[config.mk]
export PLATFORM = sky130hd
export DESIGN_NAME = uart_tx_fifo
export DESIGN_NICKNAME = d
export VERILOG_FILES = /design/src/rtl/uart_tx_fifo_pkg.sv /design/src/rtl/uart_tx_fifo_sync_fifo.sv /design/src/rtl/uart_tx_fifo.sv
export SDC_FILE = /design/constraint.sdc
export NUM_CORES = 1
export LEC_CHECK = 0
export BUFFER_PORTS_ARGS = -buffer_cell sky130_fd_sc_hd__buf_2
export CAP_MARGIN = 25
export CORE_MARGIN = 2
export CORE_UTILIZATION = 45
export DETAILED_ROUTE_END_ITERATION = 10
export HOLD_SLACK_MARGIN = 0.15
export PLACE_DENSITY = 0.69
export SYNTH_ARGS = -nofsm -noshare
export SYNTH_HDL_FRONTEND = slang
export SYNTH_SLANG_ARGS = --single-unit
export TNS_END_PERCENT = 1
[constraint.sdc]
create_clock -name clk_i -period 7.7 [get_ports clk_i]
set_input_delay 2.31 -clock clk_i [delete_from_list [all_inputs] [get_ports clk_i]]
set_output_delay 2.31 -clock clk_i [all_outputs]
set_load 0.05 [all_outputs]
[src/rtl/uart_tx_fifo_pkg.sv]
// Shared constants and state type for the host-side uart TX buffer.
package uart_tx_fifo_pkg;

  localparam logic [7:0] UART_STS_OFF  = 8'h04;
  localparam logic [7:0] UART_TXD_OFF  = 8'h0C;

  localparam logic [7:0] HOST_PUSH_OFF = 8'h00;
  localparam logic [7:0] HOST_STAT_OFF = 8'h04;
  localparam logic [7:0] HOST_CTRL_OFF = 8'h08;

  typedef enum logic [1:0] {
    TXF_IDLE,
    TXF_POLL,
    TXF_GAP,
    TXF_WRITE
  } txf_state_e;

endpackage

[src/rtl/uart_tx_fifo_sync_fifo.sv]
// Single-clock FIFO with same-cycle push/pop and synchronous flush.
module sync_fifo #(
  parameter int WIDTH = 8,
  parameter int DEPTH = 16
) (
  input  logic                       clk_i,
  input  logic                       rst_ni,
  input  logic                       push,
  input  logic                       pop,
  input  logic                       flush,
  input  logic [WIDTH-1:0]           wdata,
  output logic [WIDTH-1:0]           head,
  output logic [$clog2(DEPTH):0]     count,
  output logic                       full,
  output logic                       empty
);

  localparam int AW = $clog2(DEPTH);

  logic [WIDTH-1:0] mem [DEPTH];
  logic [AW-1:0]    wr_ptr;
  logic [AW-1:0]    rd_ptr;
  logic             do_push;
  logic             do_pop;

  assign empty   = (count == '0);
  assign full    = (count == (AW+1)'(DEPTH));
  assign do_pop  = pop && !empty;
  // a pop in the same cycle frees the slot, so a full FIFO still accepts
  assign do_push = push && (!full || do_pop);
  assign head    = mem[rd_ptr];

  always_ff @(posedge clk_i) begin
    if (do_push && !flush) mem[wr_ptr] <= wdata;
  end

  always_ff @(posedge clk_i or negedge rst_ni) begin
    if (!rst_ni) begin
      wr_ptr <= '0;
      rd_ptr <= '0;
      count  <= '0;
    end else if (flush) begin
      wr_ptr <= '0;
      rd_ptr <= '0;
      count  <= '0;
    end else begin
      if (do_push) wr_ptr <= wr_ptr + 1'b1;
      if (do_pop)  rd_ptr <= rd_ptr + 1'b1;
      case ({do_push, do_pop})
        2'b10:   count <= count + 1'b1;
        2'b01:   count <= count - 1'b1;
        default: count <= count;
      endcase
    end
  end

endmodule

[src/rtl/uart_tx_fifo.sv]
// Host TX buffer: CPU pushes bytes, the FSM polls uart status and writes each
// byte to the uart TX data register as bus master.
//
// state     | meaning
// TXF_IDLE  | nothing in flight; leave when the FIFO holds a byte
// TXF_POLL  | reading uart status, waiting for uart_ready_i
// TXF_GAP   | uart was busy; back off GAP_CYC cycles with req low
// TXF_WRITE | writing the latched head byte to uart TXD until accepted
module uart_tx_fifo
  import uart_tx_fifo_pkg::*;
#(
  parameter int         DEPTH    = 16,
  parameter logic [7:0] UART_STS = UART_STS_OFF,
  parameter logic [7:0] UART_TXD = UART_TXD_OFF,
  parameter int         GAP_CYC  = 2
) (
  input  logic        clk_i,
  input  logic        rst_ni,
  input  logic        req_i,
  input  logic        we_i,
  input  logic [31:0] addr_i,
  input  logic [31:0] data_i,
  output logic        ready_o,
  output logic [31:0] data_o,
  output logic        uart_req_o,
  output logic        uart_we_o,
  output logic [31:0] uart_addr_o,
  output logic [31:0] uart_data_o,
  input  logic        uart_ready_i,
  input  logic [31:0] uart_data_i
);

  localparam int AW    = $clog2(DEPTH);
  localparam int GAP_W = $clog2(GAP_CYC + 1);

  txf_state_e       state;
  logic [GAP_W-1:0] gap_cnt;
  logic             flushed_q;
  logic             ovf;

  logic [7:0]       host_off;
  logic             wr_push;
  logic             wr_ctrl;
  logic             rd_stat;
  logic             flush;

  logic             fifo_pop;
  logic [7:0]       fifo_head;
  logic [AW:0]      fifo_count;
  logic             fifo_full;
  logic             fifo_empty;

  logic             unused_ok;
  assign unused_ok = ^{addr_i[31:8], data_i[31:8], uart_data_i[31:1]};

  assign host_off = addr_i[7:0];
  assign wr_push  = req_i && we_i  && (host_off == HOST_PUSH_OFF);
  assign wr_ctrl  = req_i && we_i  && (host_off == HOST_CTRL_OFF);
  assign rd_stat  = req_i && !we_i && (host_off == HOST_STAT_OFF);
  assign flush    = wr_ctrl && data_i[0];
  assign ready_o  = req_i;

  always_comb begin
    data_o = '0;
    if (rd_stat) data_o = {16'h0, 8'(fifo_count), 5'h0, ovf, fifo_full, fifo_empty};
  end

  // a flush seen during WRITE means the byte on the bus is no longer the head
  assign fifo_pop = (state == TXF_WRITE) && uart_ready_i && !flushed_q && !flush;

  sync_fifo #(
    .WIDTH (8),
    .DEPTH (DEPTH)
  ) u_fifo (
    .clk_i  (clk_i),
    .rst_ni (rst_ni),
    .push   (wr_push),
    .pop    (fifo_pop),
    .flush  (flush),
    .wdata  (data_i[7:0]),
    .head   (fifo_head),
    .count  (fifo_count),
    .full   (fifo_full),
    .empty  (fifo_empty)
  );

  always_ff @(posedge clk_i or negedge rst_ni) begin
    if (!rst_ni) begin
      ovf <= 1'b0;
    end else if (wr_ctrl && data_i[1]) begin
      ovf <= 1'b0;
    end else if (wr_push && fifo_full && !fifo_pop) begin
      ovf <= 1'b1;
    end
  end

  always_ff @(posedge clk_i or negedge rst_ni) begin
    if (!rst_ni) begin
      state       <= TXF_IDLE;
      gap_cnt     <= '0;
      flushed_q   <= 1'b0;
      uart_req_o  <= 1'b0;
      uart_we_o   <= 1'b0;
      uart_addr_o <= '0;
      uart_data_o <= '0;
    end else begin
      case (state)
        TXF_IDLE: begin
          if (!fifo_empty && !flush) begin
            state       <= TXF_POLL;
            uart_req_o  <= 1'b1;
            uart_we_o   <= 1'b0;
            uart_addr_o <= {24'h0, UART_STS};
          end
        end
        TXF_POLL: begin
          if (flush) begin
            state       <= TXF_IDLE;
            uart_req_o  <= 1'b0;
            uart_addr_o <= '0;
          end else if (uart_ready_i) begin
            if (uart_data_i[0]) begin
              state       <= TXF_GAP;
              gap_cnt     <= GAP_W'(GAP_CYC - 1);
              uart_req_o  <= 1'b0;
              uart_addr_o <= '0;
            end else begin
              state       <= TXF_WRITE;
              flushed_q   <= 1'b0;
              uart_we_o   <= 1'b1;
              uart_addr_o <= {24'h0, UART_TXD};
              uart_data_o <= {24'h0, fifo_head};
            end
          end
        end
        TXF_GAP: begin
          if (flush) begin
            state <= TXF_IDLE;
          end else if (gap_cnt == '0) begin
            state       <= TXF_POLL;
            uart_req_o  <= 1'b1;
            uart_we_o   <= 1'b0;
            uart_addr_o <= {24'h0, UART_STS};
          end else begin
            gap_cnt <= gap_cnt - 1'b1;
          end
        end
        TXF_WRITE: begin
          if (flush) flushed_q <= 1'b1;
          if (uart_ready_i) begin
            state       <= TXF_IDLE;
            flushed_q   <= 1'b0;
            uart_req_o  <= 1'b0;
            uart_we_o   <= 1'b0;
            uart_addr_o <= '0;
            uart_data_o <= '0;
          end
        end
        default: begin
          state      <= TXF_IDLE;
          uart_req_o <= 1'b0;
          uart_we_o  <= 1'b0;
        end
      endcase
    end
  end

endmodule
* Word-level counts from Yosys, hierarchy flattened
Memory sizes are Yosys's and may differ from the RTL's.
Index checks and enable logic that the tools add are counted.
** Word-level totals
- RAM bits :: 128
- Word-level logic and storage cells :: 136
- Bits in registers :: 85
- Input port bits :: 101
- Output and inout bits :: 99
- Memories kept :: 1
** Cells by class
- Eq/ne operators :: 21
- $add $sub $neg :: 5
- Reductions and logical operators :: 40
- Muxes and demuxes :: 58
** Memory list
- u_fifo.mem :: words 16, bits a word 8, rd ports 1, clocked after memory_dff 0, wr ports 1, RTL line uart_tx_fifo_sync_fifo.sv:20 : logic [WIDTH-1:0] mem [DEPTH];
** Operators with widths (count)
- 2-to-1 mux 32 bit :: 9
- one-hot mux 32 bit (4 select lines) :: 1
- one-hot mux 32 bit (2 select lines) :: 1
- 2-to-1 mux 1 bit :: 23
- 2-to-1 mux 2 bit :: 11
- 2-to-1 mux 4 bit :: 5
- != test 2 bit (second input constant) :: 9
- logical AND 1 bit :: 16
- AND reduction 5 bit :: 3
- 2-to-1 mux 13 bit :: 1
- != test 3 x 2 -> 1 bit (second input constant) :: 4
- AND reduction 6 bit :: 2
- one-hot mux 5 bit (2 select lines) :: 1
- nonzero test 2 bit :: 5
- adder 4 x 1 -> 4 bit (second input constant) :: 2
- equality test 8 x 3 -> 1 bit (second input constant) :: 1
- equality test 8 x 4 -> 1 bit (second input constant) :: 1
- zero test 8 bit :: 1
- one-hot mux 1 bit (4 select lines) :: 2
- one-hot mux 2 bit (4 select lines) :: 1
- AND reduction 7 bit :: 1
- equality test 2 bit (second input constant) :: 3
- zero test 1 bit :: 6
- adder 5 x 1 -> 5 bit (second input constant) :: 1
- other kinds (12) :: 14

* Logic depth before layout (Yosys ltp)
Gate-level depths: netlist of run 1.
- Depth in word-level cells :: 11
- Depth in mapped cells :: 11
- Depth with buffers taken out :: 10

* By module
Synthesis of run 1 repeated with hierarchy kept, for this count alone.
** Unflattened totals
- Cell total of the unflattened synthesis :: 497
- Area total of the unflattened synthesis :: 7508.5 µm²
** Modules (own cells, without submodules)
- sync_fifo :: times used 1, cells an instance 291, area each 5784.3 µm², seq. area each 4169.0 µm²
- uart_tx_fifo :: times used 1, cells an instance 206, area each 1724.2 µm², seq. area each 450.4 µm²

* Worst setup path after synthesis of run 1
No wires, ideal clock.
- Kind :: input to output
- From :: input addr_i[6]
- To :: output data_o[0]
- Path buffers :: 0
- Arrival time :: 3.943 ns
- Path slack :: 1.447 ns
- Required time :: 5.390 ns
- Stages on the path :: 5
- Path through :: nor4b_4 > nand2_1 > nor4b_2 > inv_1 > nor2_1
** Between the ends
- Cells in the longest elaborated chain, start to end :: 3
** Ends and longest elaborated chain
- from (decl) :: RTL line uart_tx_fifo.sv:21 : input logic [31:0] addr_i,
- equality test 8 x 3 -> 1 bit :: RTL line uart_tx_fifo.sv:59 : assign rd_stat = req_i && !we_i && (host_off == HOST_STAT_OFF);
- logical AND 1 bit :: RTL line uart_tx_fifo.sv:59
- 2-to-1 mux 13 bit :: RTL line uart_tx_fifo.sv:65 : if (rd_stat) data_o = {16'h0, 8'(fifo_count), 5'h0, ovf, fifo_full, fifo_empty};
- to (decl) :: RTL line uart_tx_fifo.sv:24 : output logic [31:0] data_o,
No other way between the ends.

* Worst setup path after layout of run 1
Same ends and word-level chain as after synthesis.

==> results by group, run 1 <==
Power and ir drop
  • Pwr per Cell Area: ~330 mW/mm^2
  • Sw Ratio: between 30 and 40%
  • Psw: approximately 850 uW
  • Leak: about 0.003 uW
  • Internal: between 1500 and 2000 uW
  • Max IR drop VDD: about 0.21 mV
  • Clock power share: a little under a third
  • Flop pwr share: between 40 and 50%
  • Comb pwr share: 28.1%

Place
  • Global placement routability congestion: approximately 0.78
  • PortBufs: 42
  • Worst slack at placement: 1.432 ns
  • Dpl cells: 736
  • Dpl hpwl: just under 9000 um

Timing
  • Worst slew margin: 26.82%
  • Actual slew at the worst max-slew pin: about 1.1 ns
  • Final Hold Fails: 0
  • Final Skew: around 0.0088 ns
  • Minimum clock period: 6.288 ns
  • Worst hold slack: between 0.4 and 0.5 ns
  • Final TNS setup: 0 ns
  • Setup WS post-layout: about 1.4 ns
  • Fmax: between 150 and 200 MHz
  • Setup Viol. Count Final: 0
  • Crit share post-route: between 80% and 90%
  • RSZ-0062 raised after global routing: no
  • Max Slew Vio Count: 0

Global routing
  • Vias in the first global route: 3,771
  • Pin count of the biggest net entering global routing: 42
  • Initial antenna violation count: 0
  • Tot GR Track Use: 16.44%
  • First-pass GRT wire length: 21,170 um
  • GRT overflow: 0

Detailed routing
  • # DRC: 0
  • Wire per inst: around 18 um
  • Detailed Routing Iterations Pass 1: 5
  • Routed Antenna Nets: 0
  • Detailed Route WL: between 10,000 and 15,000 um
  • First DRT Iteration DRCs: between 200 and 300
  • Detailed-route vias per instance: a little over 5
  • Vias: 3,975

CTS
  • Num CTS Buffers: 17
  • CTS Sinks: 159
  • Worst-skew pair later-pin latency: roughly 0.42 ns
  • Clock Path Buffers: 2
  • Cts repair resizes: 0
  • Clk root buf: clkbuf_16
  • Clock Pin Slew Worst Setup and Hold Paths: about 0.060 ns
  • Post-CTS Repair Setup Buffers: 0
  • Hold_buf cts: 0
  • TritonCTS clock tree: built
  • CTS H-tree lvls: 4

Job
  • Total of max-cap violations: 0

Floorplan
  • Site Rows: 46
  • Die height: 131.8 um
  • Total die area: around 0.017 mm^2
  • Core area: approximately 0.016 mm^2
  • Initial core utilization: between 40% and 50%
  • Die Span X: approximately 130 um
  • I/O pins: 200

Logic synthesis
  • Post-synthesis sequential area ratio: 62.84%
  • Top cells by area, synth: edfxtp_1, dfrtp_1, mux4_2, buf_4, mux2i_1
  • #FFs+latches synth: around 160
  • Post-synth top area share: between 50% and 60%
  • Synth Cell Area: between 0.007 and 0.008 mm^2
  • Yosys top cell by area: edfxtp_1
  • Yosys cell types: 55
  • Ys Warns: 0
  • Post-synth ARST share: 19.50%
  • Number of enable flip-flop cells after synthesis: roughly 130
  • Post-Syn Area per Cell: around 15 um^2
  • Leading register cell type out of synthesis: edfxtp_1
  • Cells after Synth: 494

Run status
  • Status: complete, no violations

Setup path
  • Critical path, cell by cell: buf_2 -> nor4b_4 -> nand2_1 -> nor4b_2 -> inv_1 -> nor2_1 -> buf_2
  • CP max-delay cell: nor4b_2
  • Reg2reg setup slack: roughly 4.8 ns
  • CP dominant cell by count: buf_2
  • Worst R2R End: u_fifo.mem[4][0]
  • Critical Path Max Stage Delay: ~0.47 ns
  • WS Path Type: in -> out
  • Reg2reg start: state[1]
  • Critical Path RT: between 5 and 6 ns
  • Arrival time at the worst endpoint: 3.98 ns
  • FF-to-FF path depth: 5
  • Crit-path max FO: 7
  • Worst Setup Start Kind: primary input
  • Worst Setup End Kind: output pin

Min path
  • Worst min path class: reg -> reg
  • WHS Endpoint: uart_req_o
  • Worst hold stages: 1
  • Hold Path Origin: uart_req_o

Layout
  • Area Overhead vs Synth: 9.651%
  • Ant. Diodes: 0
  • Nets@finish: about 650
  • Most frequent cells in the layout: edfxtp_1, conb_1, buf_2
  • Filler instances: about 1,300
  • Fin cells: between 700 and 800
  • Layout cell share with drive strength beyond 1: between 20% and 30%
  • Commonest non-fill, non-tap cell in the layout: edfxtp_1
-- logic make-up after synthesis --
kind of cell             synth area share, %
adder cells (fa/ha/maj)                1.362
buffers and inverters                  10.25
AO/OA/AOI/OAI                          5.056
other                                0.05101
multiplexers                           11.73
AND/OR/NAND/NOR                        7.881
flip-flops                             62.84
XOR/XNOR                              0.8341
-- routing by layer --
layer  part of all wire [%]  wire, um  vias to the layer above  global-route usage [%]
li1                       -         -                     1771                       -
met1                     42      5749                     2008                   21.56
met2                     49      6679                      173                   26.44
met3                    6.6       895                       23                   4.383
met4                    1.8       250                        0                   6.280
met5                      0         0                        -                       0
-- final cells by class --
| type | instances | area (um^2) | area share [%] |
|---|---|---|---|
| timing repair buffer | 44 | 225.2 | 2.794 |
| multi-input combinational | 298 | 2287 | 28.38 |
| clock inverter | 4 | 46.29 | 0.5744 |
| tap | 216 | 270.3 | 3.353 |
| sequential | 159 | 4621 | 57.33 |
| clock buffer | 28 | 539.3 | 6.690 |
| inverter | 19 | 71.32 | 0.8848 |
-- how the worst max path moves through the flow --
stage                     startpoint         to  slack, ns  cells after the start
after floorplan            addr_i[6]  data_o[0]       1.45                      5
after global placement     addr_i[6]  data_o[1]       1.52                      6
after detailed placement   addr_i[6]  data_o[0]       1.43                      7
after CTS                  addr_i[6]  data_o[0]       1.43                      7
after global routing       addr_i[6]  data_o[0]       1.25                      7
final                      addr_i[6]  data_o[0]       1.41                      7
-- synthesized netlist by cell type, types with 2 or more instances --
cell      number
nor4_4         2
dfrtp_1       31
o21a_1         3
xor2_1         4
mux2_1         2
nand2_1       27
o21ai_1        3
o21ai_0       21
mux2i_1       13
or3_1          2
nor3_1         6
xnor2_1        3
clkbuf_1       7
nand2b_1       3
a31oi_1        2
and2_1        15
nor2_1        22
buf_2          2
ha_1           8
a221oi_1       3
and3_1         3
nand3_1        5
a21o_1         4
edfxtp_1     128
buf_4         84
a21oi_1       10
inv_1         19
mux4_2        31
nand4_1        2
a22oi_1        3
nor2b_1        2
-- power by group through the flow --
stage | Combinational [uW] | Clock, uW | Sequential [uW]
2_1_floorplan | 596 | 0 | 1130
6_report | 741 | 819 | 1070
3_5_place_dp | 747 | 0 | 1090
5_1_grt | 805 | 866 | 1080
3_3_place_gp | 735 | 0 | 1090
4_1_cts | 750 | 829 | 1070
-- worst max-delay path, delay by kind of cell --
| family | cells | cell delay (ns) |
|---|---|---|
| buffers and inverters | 3 | 0.50 |
| AND/OR/NAND/NOR | 4 | 1.17 |
-- registers in the layout (all words and copies together), names as in the netlist --
signal,cells
flushed_q,1
gap_cnt,2
ovf,1
state,2
u_fifo.count,5
u_fifo.mem,128
u_fifo.rd_ptr,4
u_fifo.wr_ptr,4
uart_addr_o,2
uart_data_o,8
uart_req_o,1
uart_we_o,1
-- stage by stage --
stage	total power, uW	area (um^2)	util [%]
after CTS	2652	8060	50.56
after floorplan	1724	7640	-
final	2632	8060	50.56
after global routing	2756	8060	50.56
after detailed placement	1836	7475	46.88
after global placement	1822	7475	46.88
(Power assumes the default switching activity.)
==> inputs of run 2 (changes only) <==
--- a/config.mk
+++ b/config.mk
@@ -11,7 +11,7 @@
 export CORE_UTILIZATION = 45
 export DETAILED_ROUTE_END_ITERATION = 10
 export HOLD_SLACK_MARGIN = 0.15
-export PLACE_DENSITY = 0.69
+export PLACE_DENSITY = 0.72
 export SYNTH_ARGS = -nofsm -noshare
 export SYNTH_HDL_FRONTEND = slang
 export SYNTH_SLANG_ARGS = --single-unit
==> constraint.sdc (replaced) <==
create_clock -name clk_i -period 5.2 [get_ports clk_i]
set_input_delay 1.56 -clock clk_i [delete_from_list [all_inputs] [get_ports clk_i]]
set_output_delay 1.56 -clock clk_i [all_outputs]
set_load 0.05 [all_outputs]
==> run 2 against run 1 <==
Net effect: total power up 56%; clock power grew 71%; highest routed layer unchanged; combinational power is 46% higher; core utilization up 0.83 points; critical path depth is the same.
==> results by group, run 2 (same netlist as run 1, synthesis figures left out) <==
Layout
  • Register area: 0.004621 mm^2 (unchanged)
  • Top flop regs: u_fifo.mem (128), uart_data_o (8), u_fifo.count (5)
  • Filler instances: 1,283 (-2.7%)
  • Most frequent cells in the layout: edfxtp_1, conb_1, buf_2
  • Commonest non-fill, non-tap cell in the layout: edfxtp_1
  • Max FFs per register: 128 (unchanged)
  • Ant. Diodes: 0 (unchanged)
  • Multi-input logic area: 0.002267 mm^2 (-0.88%)
  • Top reg by flops: u_fifo.mem
  • Nets@finish: 656 (+1.2%)
  • Area Overhead vs Synth: 11.46%
  • Layout cell share with drive strength beyond 1: 23.04% (+1.5 points)

Setup path
  • WS Path Type: in -> out
  • Crit-path max FO: 7 (unchanged)
  • Critical Path RT: 3.64 ns (-1.75 ns)
  • Arrival time at the worst endpoint: 3.21 ns (-0.77 ns)
  • Worst Setup End Kind: output pin
  • Worst Setup Start Kind: primary input

Floorplan
  • Die height: 131.8 um (unchanged)
  • Core area: 0.01594 mm^2 (unchanged)
  • Initial core utilization: 46.11% (unchanged)
  • I/O pins: 200 (unchanged)
  • Total die area: 0.01737 mm^2 (unchanged)
  • Die Span X: 131.8 um (unchanged)
  • Site Rows: 46 (unchanged)

Detailed routing
  • # DRC: 0 (unchanged)
  • Detailed Route WL: 13,870 um (+2.2%)
  • Detailed Routing Iterations Pass 1: 4 (-1)
  • Wire per inst: 17.87 um (+1.1%)
  • Vias: 4,004 (+0.73%)
  • First DRT Iteration DRCs: 298 (+12%)
  • Routed Antenna Nets: 0 (unchanged)
  • Detailed-route vias per instance: 5.160 (-0.31%)

Timing
  • Minimum clock period: about 4.8 ns
  • Actual slew at the worst max-slew pin: 1.035 ns (-0.05719 ns)
  • Max Slew Vio Count: 0 (unchanged)
  • Final TNS setup: 0 ns (unchanged)
  • Final Skew: 0.01039 ns (+0.001613 ns)
  • RSZ-0062 raised after global routing: no
  • Final Hold Fails: 0 (unchanged)
  • Setup Viol. Count Final: 0 (unchanged)
  • Crit share post-route: between 90% and 100%
  • Worst slew margin: 30.89% (+4.1 points)
  • Fmax: approximately 210 MHz

Power and ir drop
  • Leak: 0.003143 uW (+2.3%)
  • Final Power: 4098 uW (+56%)
  • Pwr per Cell Area: 500.2 mW/mm^2 (+53%)
  • Max IR drop VDD: 0.2835 mV (+34%)

Place
  • PortBufs: 42 (unchanged)
  • Dpl hpwl: 9111 um (+2.5%)
  • Global placement routability congestion: 0.7906 (+1.6%)

CTS
  • Cts repair resizes: 0 (unchanged)
  • Worst-skew pair later-pin latency: 0.42 ns (about the same)
  • Clock Path Buffers: 2 (unchanged)
  • TritonCTS clock tree: built
  • Hold_buf cts: 0 (unchanged)
  • Clock Pin Slew Worst Setup and Hold Paths: 0.06 ns (about the same)
  • Post-CTS Repair Setup Buffers: 0 (unchanged)
  • Num CTS Buffers: 17 (unchanged)
  • Clk root buf: clkbuf_16
  • CTS Sinks: 159 (unchanged)
  • CTS H-tree lvls: 4 (unchanged)

Run status
  • Status: complete, no violations

Min path
  • Worst min path class: reg -> reg

Global routing
  • Pin count of the biggest net entering global routing: 32 (-24%)
  • Initial antenna violation count: 0 (unchanged)
  • Vias in the first global route: 3,889 (+3.1%)
  • Tot GR Track Use: 16.56% (+0.12 points)
  • First-pass GRT wire length: 21,380 um (+1.0%)
  • GRT overflow: 0 (unchanged)

Job
  • Total of max-cap violations: 0 (unchanged)
-- run 2: cell count changes in the layout (fill, tap and decap cells not counted), sizes merged --
| cell | change |
|---|---|
| clkbuf | -10 |
| buf | +8 |
| bufinv | +5 |
| clkinv | +3 |
| clkinvlp | +3 |
| inv | -1 |
-- run 2: worst max-delay path, stage by stage --
cell and delay (ns):
buf_2 0.11, nor4b_4 0.36, nand2_1 0.20, nor4b_2 0.46, inv_1 0.11, nor2_1 0.12
buf_2 0.28
-- run 2: through the flow --
step	worst slack (ns)	area, um^2	hold slack [ns]	util (%)	cells
2_1_floorplan	0.4469	7640	0.4498	-	571
3_3_place_gp	0.5261	7515	0.4555	47.14	744
3_5_place_dp	0.4617	7515	0.4649	47.14	744
4_1_cts	0.4584	8193	0.4791	51.39	776
5_1_grt	0.2981	8193	0.4993	51.39	776
6_report	0.4350	8193	0.4720	51.39	776
-- run 2: where the power goes --
part	internal (uW)	switching, uW	total [uW]	leakage (uW)
sequential	1460	161	1620	0.00154
combinational	430	646	1080	0.00129
clock	913	489	1400	0.000322
-- run 2: final timing paths --
check                      slack [ns]  cells after the start                to      startpoint
max                              0.43                      7        data_o[12]       addr_i[6]
min                              0.47                      1    uart_data_o[5]  uart_data_o[5]
max reg2reg                      2.31                     10   u_fifo.count[4]        state[1]
min reg2reg                      0.47                      1    uart_data_o[5]  uart_data_o[5]
max in group asynchronous        3.51                      1  u_fifo.rd_ptr[0]          rst_ni
min in group asynchronous        1.19                      1   u_fifo.count[1]          rst_ni
-- run 2: metal layers --
metal | track usage [%] | wire length (um)
met1 | 19.97 | 5337
met2 | 28.85 | 7296
met3 | 4.152 | 1004
met4 | 6.220 | 228
met5 | 0 | 0
-- run 2: layout make-up --
class,count,share of cell area [%]
Clock inverter,14,2.917
Clock buffer,18,5.360
Multi-Input combinational cell,298,27.67
Sequential cell,159,56.40
Tap cell,216,3.299
Timing Repair Buffer,52,3.482
Inverter,19,0.8705
==> inputs of run 3 (changes only) <==
==> constraint.sdc (replaced) <==
create_clock -name clk_i -period 5.2 [get_ports clk_i]
set_input_delay 0.26 -clock clk_i [delete_from_list [all_inputs] [get_ports clk_i]]
set_output_delay 0.26 -clock clk_i [all_outputs]
set_load 0.05 [all_outputs]
==> run 3 against run 2 <==
Net effect: final area shrank 0.26%; sequential share of layout area grew 0.15 points; total power is essentially flat; clock skew shrank 0.0022 ns; critical path depth grew 3; global-route usage grew 0.42 points; combinational power is essentially flat; via count shrank 0.27%; critical path type is now reg -> reg; sequential cell count is the same; largest cell class unchanged; non-clock buffer count shrank 2; final cell count shrank 0.26%.
==> results by group, run 3 (same netlist as run 1, synthesis figures left out) <==
Layout
  • Top flop regs: u_fifo.mem (128), uart_data_o (8), u_fifo.count (5)
  • Nets@finish: 654 (-0.30%)
  • Layout cell share with drive strength beyond 1: 22.40% (-0.63 points)
  • Final Instance Area: 0.008172 mm^2 (-0.26%)
  • Most frequent cells in the layout: edfxtp_1, conb_1, buf_2
  • Ant. Diodes: 0 (unchanged)
  • Max FFs per register: 128 (unchanged)
  • Area Overhead vs Synth: 11.17%
  • Final core utilization: 51.26% (-0.13 points)
  • Commonest non-fill, non-tap cell in the layout: edfxtp_1
  • Top reg by flops: u_fifo.mem

Place
  • Global placement routability congestion: 0.7890 (-0.20%)
  • Placed Area: 0.007485 mm^2 (-0.40%)
  • Dpl hpwl: 9018 um (-1.0%)
  • PortBufs: 42 (unchanged)

CTS
  • CTS Sinks: 159 (unchanged)
  • Worst-skew pair later-pin latency: 0.43 ns (about the same)
  • Post-CTS Repair Setup Buffers: 0 (unchanged)
  • Clk root buf: clkbuf_16
  • Cts repair resizes: 0 (unchanged)
  • Clock Pin Slew Worst Setup and Hold Paths: 0.06 ns (about the same)
  • TritonCTS clock tree: built
  • Clock Path Buffers: 2 (unchanged)
  • CTS H-tree lvls: 4 (unchanged)
  • Num CTS Buffers: 17 (unchanged)

Timing
  • Final TNS setup: 0 ns (unchanged)
  • Fmax: 347.7 MHz (+66%)
  • Final Hold Fails: 0 (unchanged)
  • Setup Viol. Count Final: 0 (unchanged)
  • Crit share post-route: 55.32% (-36 points)
  • Final Skew: 0.008210 ns (-0.002185 ns)
  • Max Slew Vio Count: 0 (unchanged)
  • Worst slew margin: 32.24% (+1.3 points)
  • Minimum clock period: 2.876 ns (-1.889 ns)
  • RSZ-0062 raised after global routing: no
  • Actual slew at the worst max-slew pin: 1.013 ns (-0.02185 ns)
  • Worst hold slack: 0.1694 ns (-0.3027 ns)

Floorplan
  • I/O pins: 200 (unchanged)
  • Die height: 131.8 um (unchanged)
  • Total die area: 0.01737 mm^2 (unchanged)
  • Die Span X: 131.8 um (unchanged)
  • Core area: 0.01594 mm^2 (unchanged)
  • Initial core utilization: 46.11% (unchanged)
  • Site Rows: 46 (unchanged)

Min path
  • WHS Endpoint: ovf
  • Hold Path Origin: addr_i[3]
  • Worst hold stages: 2 (+1)
  • Worst min path class: in -> reg

Global routing
  • Initial antenna violation count: 0 (unchanged)
  • GRT overflow: 0 (unchanged)
  • Vias in the first global route: 3,874 (-0.39%)
  • First-pass GRT wire length: 21,800 um (+2.0%)
  • Pin count of the biggest net entering global routing: 32 (unchanged)
  • Tot GR Track Use: 16.98% (+0.42 points)

Detailed routing
  • First DRT Iteration DRCs: 328 (+10%)
  • Detailed Route WL: 13,850 um (-0.13%)
  • Routed Antenna Nets: 0 (unchanged)
  • Vias: 3,993 (-0.27%)
  • Wire per inst: 17.89 um (+0.13%)
  • Detailed Routing Iterations Pass 1: 5 (+1)
  • # DRC: 0 (unchanged)
  • Detailed-route vias per instance: 5.159 (about the same)

Job
  • Total of max-cap violations: 0 (unchanged)

Setup path
  • Reg2reg setup slack: 2.32 ns (about the same)
  • FF-to-FF path depth: 10 (unchanged)
  • Reg2reg start: state[1]
  • Crit-path max FO: 11 (+4)
  • Worst Setup End Kind: flip-flop
  • Worst Setup Start Kind: flip-flop
  • Worst R2R End: u_fifo.count[4]
  • Critical Path RT: 5.56 ns (+1.92 ns)
  • Arrival time at the worst endpoint: 3.24 ns (+0.03 ns)
  • WS Path Type: reg -> reg

Power and ir drop
  • Max IR drop VDD: 0.4172 mV (+47%)
  • Sw Ratio: 31.93% (+0.29 points)
  • Pwr per Cell Area: 501.1 mW/mm^2 (+0.19%)
  • Internal: 2787 uW (-0.50%)
  • Clock power share: 34.0% (-0.2 points)
  • Psw: 1308 uW (+0.86%)
  • Leak: 0.003130 uW (-0.40%)
  • Comb pwr share: 26.4% (about the same)
  • Flop pwr share: 39.6% (about the same)

Run status
  • Status: complete, no violations
[run 3: cell count changes in the layout (fill, tap and decap cells not counted)]
cell	delta
inv_6	+1
clkinv_2	+2
clkinvlp_4	-1
clkinv_4	-1
dlygate4sd3_1	+2
buf_4	-4
clkbuf_8	-1
[run 3: how the worst max path moves through the flow]
stage	from	end	slack (ns)	cells after the start
floorplan	u_fifo.count[1]	u_fifo.count[4]	2.78	11
global placement	state[1]	u_fifo.count[4]	2.48	10
detailed placement	state[1]	u_fifo.count[4]	2.36	10
CTS	state[1]	u_fifo.count[4]	2.33	10
global route	state[1]	u_fifo.count[4]	2.13	10
finish	state[1]	u_fifo.count[4]	2.32	10
[run 3: critical path: stages (launching register included)]
cell,delay (ns)
dfrtp_1,0.56
nand4b_2,0.24
a21oi_2,0.41
nand2b_4,0.13
xnor2_1,0.15
ha_1,0.23
or3_1,0.32
a21oi_1,0.15
mux2i_1,0.12
or4_1,0.41
o21ai_1,0.09
[run 3: cell type report]
class,count,area (um^2)
multi-input combinational,298,2267
clock inverter,15,241.5
clock buffer,17,425.4
tap,216,270.3
fill,1288,7771
inverter,19,71.32
sequential,159,4621
timing repair buffer,50,275.3
[run 3: timing repair]
item                                    CTS  global route
hold buffers                              2             0
endpoints found under the hold margin    32             0
endpoints found under the setup margin    0             0
[run 3: through the flow]
stage / total power, uW / setup WS (ns) / cells
after CTS: 4114 / 2.328 / 774
after floorplan: 2554 / 2.783 / 571
after detailed placement: 2727 / 2.358 / 740
final: 4095 / 2.324 / 774
after global routing: 4279 / 2.134 / 774
after global placement: 2695 / 2.476 / 740
[run 3: power by group through the flow]
stage / Sequential [uW] / Combinational, uW / Clock, uW
6_report: 1620 / 1080 / 1390
5_1_grt: 1640 / 1170 / 1460
4_1_cts: 1620 / 1090 / 1410
3_5_place_dp: 1650 / 1080 / 0
3_3_place_gp: 1640 / 1050 / 0
2_1_floorplan: 1670 / 883 / 0
[run 3: routing by layer]
layer / global-route usage (%) / up-vias / part of all wire, %
li1: - / 1782 / -
met1: 21.40 / 2020 / 41
met4: 6.944 / 0 / 1.7
met3: 3.960 / 19 / 5.6
met5: 0 / - / 0
met2: 28.48 / 172 / 52
